## src/rtl/entrada_dados_if.sv

```systemverilog
// Handshake bundle between the processor/user-panel side and the IN-instruction input stage.
// Signal names follow the processor's I/O wiring so the top-level netlist reads unchanged.
interface entrada_dados_if;
  logic [1:0]  IO;
  logic [10:0] Switches;
  logic        Botao;
  logic [31:0] Dado;
  logic        Halt;
  logic        Pronto;

  modport master (
    output IO,
    output Switches,
    output Botao,
    input  Dado,
    input  Halt,
    input  Pronto
  );

  modport slave (
    input  IO,
    input  Switches,
    input  Botao,
    output Dado,
    output Halt,
    output Pronto
  );
endinterface

```

## src/rtl/entrada_dados.sv

```systemverilog
// IN-instruction input stage: stalls the processor, debounces the confirm key and captures
// the sign+magnitude switches as a 32-bit two's-complement word.
module entrada_dados #(
  parameter int DEBOUNCE_CYCLES = 50000,
  parameter int CNT_WIDTH       = 16
) (
  input  logic            CLK,
  input  logic            Reset,
  entrada_dados_if.slave  bus
);

  typedef enum logic [2:0] {
    IDLE       = 3'd0,
    WAIT_PRESS = 3'd1,
    DEB_PRESS  = 3'd2,
    CAPTURE    = 3'd3,
    WAIT_REL   = 3'd4,
    DEB_REL    = 3'd5
  } state_t;

  localparam logic [CNT_WIDTH-1:0] CNT_LAST = CNT_WIDTH'(DEBOUNCE_CYCLES - 1);

  state_t                 state_q;
  logic [CNT_WIDTH-1:0]   cnt_q;
  logic                   sync1_q;
  logic                   sync2_q;
  logic [31:0]            dado_q;

  logic                   pressed_s;
  logic                   io_req_s;
  logic [31:0]            dado_d;
  logic                   halt_s;
  logic                   pronto_s;

  // A sign bit with zero magnitude naturally folds to 0 under negation.
  function automatic logic [31:0] to_twos(input logic [10:0] sw);
    logic [31:0] mag;
    mag = {22'd0, sw[9:0]};
    return sw[10] ? (~mag + 32'd1) : mag;
  endfunction

  assign pressed_s = ~sync2_q;
  assign io_req_s  = (bus.IO == 2'b10);
  assign dado_d    = to_twos(bus.Switches);

  always_ff @(posedge CLK) begin
    if (Reset) begin
      state_q <= IDLE;
      cnt_q   <= '0;
      sync1_q <= 1'b1;
      sync2_q <= 1'b1;
      dado_q  <= 32'd0;
    end else begin
      sync1_q <= bus.Botao;
      sync2_q <= sync1_q;
      case (state_q)
        IDLE: begin
          if (io_req_s) begin
            state_q <= WAIT_PRESS;
          end
        end
        WAIT_PRESS: begin
          if (pressed_s) begin
            state_q <= DEB_PRESS;
            cnt_q   <= '0;
          end
        end
        DEB_PRESS: begin
          if (!pressed_s) begin
            state_q <= WAIT_PRESS;
          end else if (cnt_q == CNT_LAST) begin
            state_q <= CAPTURE;
          end else begin
            cnt_q <= cnt_q + CNT_WIDTH'(1);
          end
        end
        CAPTURE: begin
          dado_q  <= dado_d;
          state_q <= WAIT_REL;
        end
        WAIT_REL: begin
          if (!pressed_s) begin
            state_q <= DEB_REL;
            cnt_q   <= '0;
          end
        end
        DEB_REL: begin
          if (pressed_s) begin
            state_q <= WAIT_REL;
          end else if (cnt_q == CNT_LAST) begin
            state_q <= IDLE;
          end else begin
            cnt_q <= cnt_q + CNT_WIDTH'(1);
          end
        end
        default: begin
          state_q <= IDLE;
        end
      endcase
    end
  end

  // Halt must drop in CAPTURE so the IN instruction can retire as the value lands.
  always_comb begin
    halt_s   = 1'b0;
    pronto_s = 1'b0;
    if (Reset) begin
      halt_s   = 1'b0;
      pronto_s = 1'b0;
    end else begin
      case (state_q)
        WAIT_PRESS, DEB_PRESS: halt_s = 1'b1;
        IDLE, WAIT_REL, DEB_REL: halt_s = io_req_s;
        CAPTURE: begin
          halt_s   = 1'b0;
          pronto_s = 1'b1;
        end
        default: halt_s = 1'b0;
      endcase
    end
  end

  assign bus.Dado   = dado_q;
  assign bus.Halt   = halt_s;
  assign bus.Pronto = pronto_s;

endmodule

```

## src/flat_wrapper.sv

```systemverilog
// flat-port wrapper written by rule: the top's interface ports become plain ports
module entrada_dados_flat 
#(
  parameter int DEBOUNCE_CYCLES = 50000,
  parameter int CNT_WIDTH       = 16
)
  (CLK, Reset, bus_IO, bus_Switches, bus_Botao, bus_Dado, bus_Halt, bus_Pronto);
  entrada_dados_if bus_i ();
  input  logic CLK;
  input  logic Reset;
  input wire logic [$bits(bus_i.IO)-1:0] bus_IO;
  input wire logic [$bits(bus_i.Switches)-1:0] bus_Switches;
  input wire logic [$bits(bus_i.Botao)-1:0] bus_Botao;
  output wire logic [$bits(bus_i.Dado)-1:0] bus_Dado;
  output wire logic [$bits(bus_i.Halt)-1:0] bus_Halt;
  output wire logic [$bits(bus_i.Pronto)-1:0] bus_Pronto;
  assign bus_i.IO = bus_IO;
  assign bus_i.Switches = bus_Switches;
  assign bus_i.Botao = bus_Botao;
  assign bus_Dado = bus_i.Dado;
  assign bus_Halt = bus_i.Halt;
  assign bus_Pronto = bus_i.Pronto;
  entrada_dados #(.DEBOUNCE_CYCLES(DEBOUNCE_CYCLES), .CNT_WIDTH(CNT_WIDTH)) u_core (.CLK(CLK), .Reset(Reset), .bus(bus_i));
endmodule
```

## config.mk

```make
export PLATFORM = sky130hd
export DESIGN_NAME = entrada_dados_flat
export DESIGN_NICKNAME = d
export VERILOG_FILES = /design/src/rtl/entrada_dados_if.sv /design/src/rtl/entrada_dados.sv /design/src/flat_wrapper.sv
export SDC_FILE = /design/constraint.sdc
export NUM_CORES = 1
export LEC_CHECK = 0
export BUFFER_PORTS_ARGS = -buffer_cell sky130_fd_sc_hd__buf_2
export CAP_MARGIN = 10
export CORE_MARGIN = 2
export CORE_UTILIZATION = 40
export DETAILED_ROUTE_END_ITERATION = 10
export GPL_TIMING_DRIVEN = 1
export PLACE_DENSITY = 0.6
export SLEW_MARGIN = 20
export SYNTH_ARGS = -nofsm -noshare
export SYNTH_HDL_FRONTEND = slang
export SYNTH_SLANG_ARGS = --single-unit
```

## constraint.sdc

```tcl
create_clock -name CLK -period 2.9 [get_ports CLK]
set_input_delay 0.725 -clock CLK [delete_from_list [all_inputs] [get_ports CLK]]
set_output_delay 0.725 -clock CLK [all_outputs]
set_load 0.03 [all_outputs]
```

==> flow_summary.yaml <==
power_and_ir_drop:
  seq_power_share_pct: 51.7
  comb_power_share_pct: 7.4
  leakagePower_nw: 1.07
  irDropWorstVdd_mv: 0.209
  p_sw_share_pct: 22.4
  clkPwrFrac_pct: 41.0
  power.density_nw_per_um2: 437
  p_switching_mw: 0.244
  internal-power_mw: 0.843
cells_and_area:
  antenna_cells: 0
  syn_to_final_growth_pct: 14.1
  drive_gt1_share_pct: 24.3
  final_cells: 354
  multi_input_area_um2: 1180
  ff_latch_area_um2: 801
  fillerInstances: 510
  final_cell_mix: "49 x buf_2, 40 x dfxtp_1, 14 x nor2_1, 13 x a31oi_1, 11 x a21oi_1"
  nets: 302
  layout_commonest_cell: "buf_2"
cts:
  clkSlewWorstSetupHoldPaths_ns: 0.08
  cts_resized: 0
  cts_inserted_buffers: 5
  cts-root-buf: "clkbuf_8"
  cts_tree: "yes"
  holdBufCountCts: 0
  clock_latency_ns: 0.29
  clockBufferDepth: 2
  postCtsSetupRepairBufs: 0
  htreeDepth: 2
  clock_sinks: 40
place:
  pre_cts_ws_ns: 0.272
  dp_cells: 346
  portBuffers: 49
  finalWeightedCongestion: 0.835
  post-dp-hpwl_mm: 3.46
routing:
  vias: 1913
  dr.pass1.iters: 4
  drt_iter0_markers: 184
  routed_wl_mm: 4.76
  viasPerCell: 5.40
  drc: 0
  wl_per_cell_um: 13.4
  postRouteAntennaNets: 0
logic_synthesis:
  synth_top_flop_cell: "dfxtp_1"
  synth_fp_nets: 270
  yosys.area.top_type_share_pct: 36.8
  syn_inst: 251
  yosys_warnings: 0
  synth.area.top_cells: "dfxtp_1 37%, buf_4 4.5%, a31oi_1 3.7%"
  ys_seq_area_share_pct: 36.8
  synth_seq_cells: 40
  synth_edf_count: 0
  synthArstFlopShare_pct: 0
  yosysTopAreaCell: "dfxtp_1"
  synth_cell_types: 55
  netlist_area_um2: 2180
  avgSynthCellArea_um2: 8.67
sta:
  setup_viol_count_final: 0
  hold_viol: 0
  rsz0062_at_grt: "no"
  min_period_over_period_pct: 80.1
  tns_ns: 0
  skew_ns: 0.00658
  fin_ws_ns: 0.576
  maxSlewViolCount: 0
  fmax_mhz: 430
  tightest_slew_ns: 0.558
  relSlewSlack_pct: 62.8
  fin_crit_ns: 2.32
global_routing:
  grt_pass1_wl_mm: 8.01
  grt_max_degree: 23
  grt_use_total_pct: 16.2
  antenna_found_initial: 0
  grt_remaining_overflow: 0
  grt_pass1_vias: 1727
critical_path:
  path_class: "input port to flop"
  cp.arrival_ns: 2.49
  critPathCaptureType: "flop"
  cp_max_fo: 4
  required_ns: 3.06
  critPathLaunchType: "input port"
flow_run:
  max-cap-violations: 0
die:
  dieArea_um2: 6050
  chipHeight_um: 77.8
  core_area_um2: 5170
  rows: 26
  initial_core_util_pct: 42.1
  io-pin-count: 50
  die-width_um: 77.8
worst_hold_path:
  worstHoldPathType: "flop to flop"
run_status:
  status: "finished, final reports clean"
flip-flops by register name, summed over array words and instances, names as in the netlist:
signal           flops
u_core.bus.Dado     19
u_core.cnt_q        16
u_core.state_q       3
u_core.sync1_q       1
u_core.sync2_q       1
final timing paths:
check / from / endpoint / slack (ns) / depth (start not counted)
worst min register to register: u_core.sync1_q / u_core.sync2_q / 0.42 / 1
worst min-delay path: u_core.sync1_q / u_core.sync2_q / 0.42 / 1
worst max-delay path: bus_Switches[4] / u_core.bus.Dado[9] / 0.58 / 7
worst max register to register: u_core.cnt_q[0] / u_core.cnt_q[7] / 0.64 / 5
worst max-delay path, stage by stage:
cell and delay (ns):
buf_2 0.11, or4_1 0.58, nor4_1 0.40, nor2b_1 0.20, ha_1 0.24, mux2i_1 0.14, a211oi_1 0.08
stage by stage:
step	utilization (%)	hold WS, ns	instance area (um2)	total power [mW]
6_report	48.0	0.419	2480	1.09
5_1_grt	48.0	0.455	2480	1.14
4_1_cts	48.0	0.422	2480	1.10
3_5_place_dp	46.0	0.406	2380	0.655
3_3_place_gp	46.0	0.393	2380	0.655
2_1_floorplan	-	0.389	2180	0.631
cell families (layout without fill, tap and decap cells):
family                     Yosys count  in the layout  synth area share (%)
muxes                                4              4                  1.84
AOI/OAI and AO/OA                   75             75                  24.4
and+or+nand+nor                     81             81                  22.0
buffers and inverters               38             71                  9.19
xor gates and xnor gates            10             10                  4.02
DFF                                 40             40                  36.8
adders and majority gates            3              3                  1.72
synth_stat cells, types with 2 or more instances:
master    count
nor2b_1       3
o41ai_1       3
a211oi_1      9
a21oi_1      11
ha_1          3
nand4_1       9
a22oi_1       3
nor2_1       14
a31oi_1      13
o21a_1        2
dfxtp_1      40
or2_2         4
or4_1         3
o21ai_0       6
nand4b_1      2
buf_1         4
xor2_1        7
and2_1        2
xnor2_1       3
nand3b_1      4
or3b_2        2
nor4_1        7
and3_1        4
clkbuf_1      9
mux2i_1       4
inv_1        10
nand2_1       9
nor3_1        2
buf_4        13
nand2b_1      5
o21ai_1       3
o31ai_1       2
a21o_1       10
nand3_1       5
metal layers:
layer  vias to the layer above  wire [um]  track usage, %
met5                         -          0               0
met4                         0         52            6.43
met3                         7        231            4.30
met2                        38       2170            24.7
met1                       881       2300            21.5
li1                        987          -               -
final cells by class:
class                   count  area share [%]
clock inverters             2            1.41
well taps                  70            3.52
repair buffers             53            11.1
flip-flops and latches     40            32.2
inverters                  10            1.51
clock buffers               6            2.92
multi-input cells         173            47.3
power by group through the flow:
stage / combinational, mW / sequential (mW) / clock, mW
2_1_floorplan: 0.0612 / 0.570 / 0
3_3_place_gp: 0.0805 / 0.574 / 0
3_5_place_dp: 0.0808 / 0.575 / 0
4_1_cts: 0.0811 / 0.561 / 0.461
5_1_grt: 0.0892 / 0.563 / 0.491
6_report: 0.0804 / 0.562 / 0.445
Note: power is estimated with default switching activity, not from simulation.
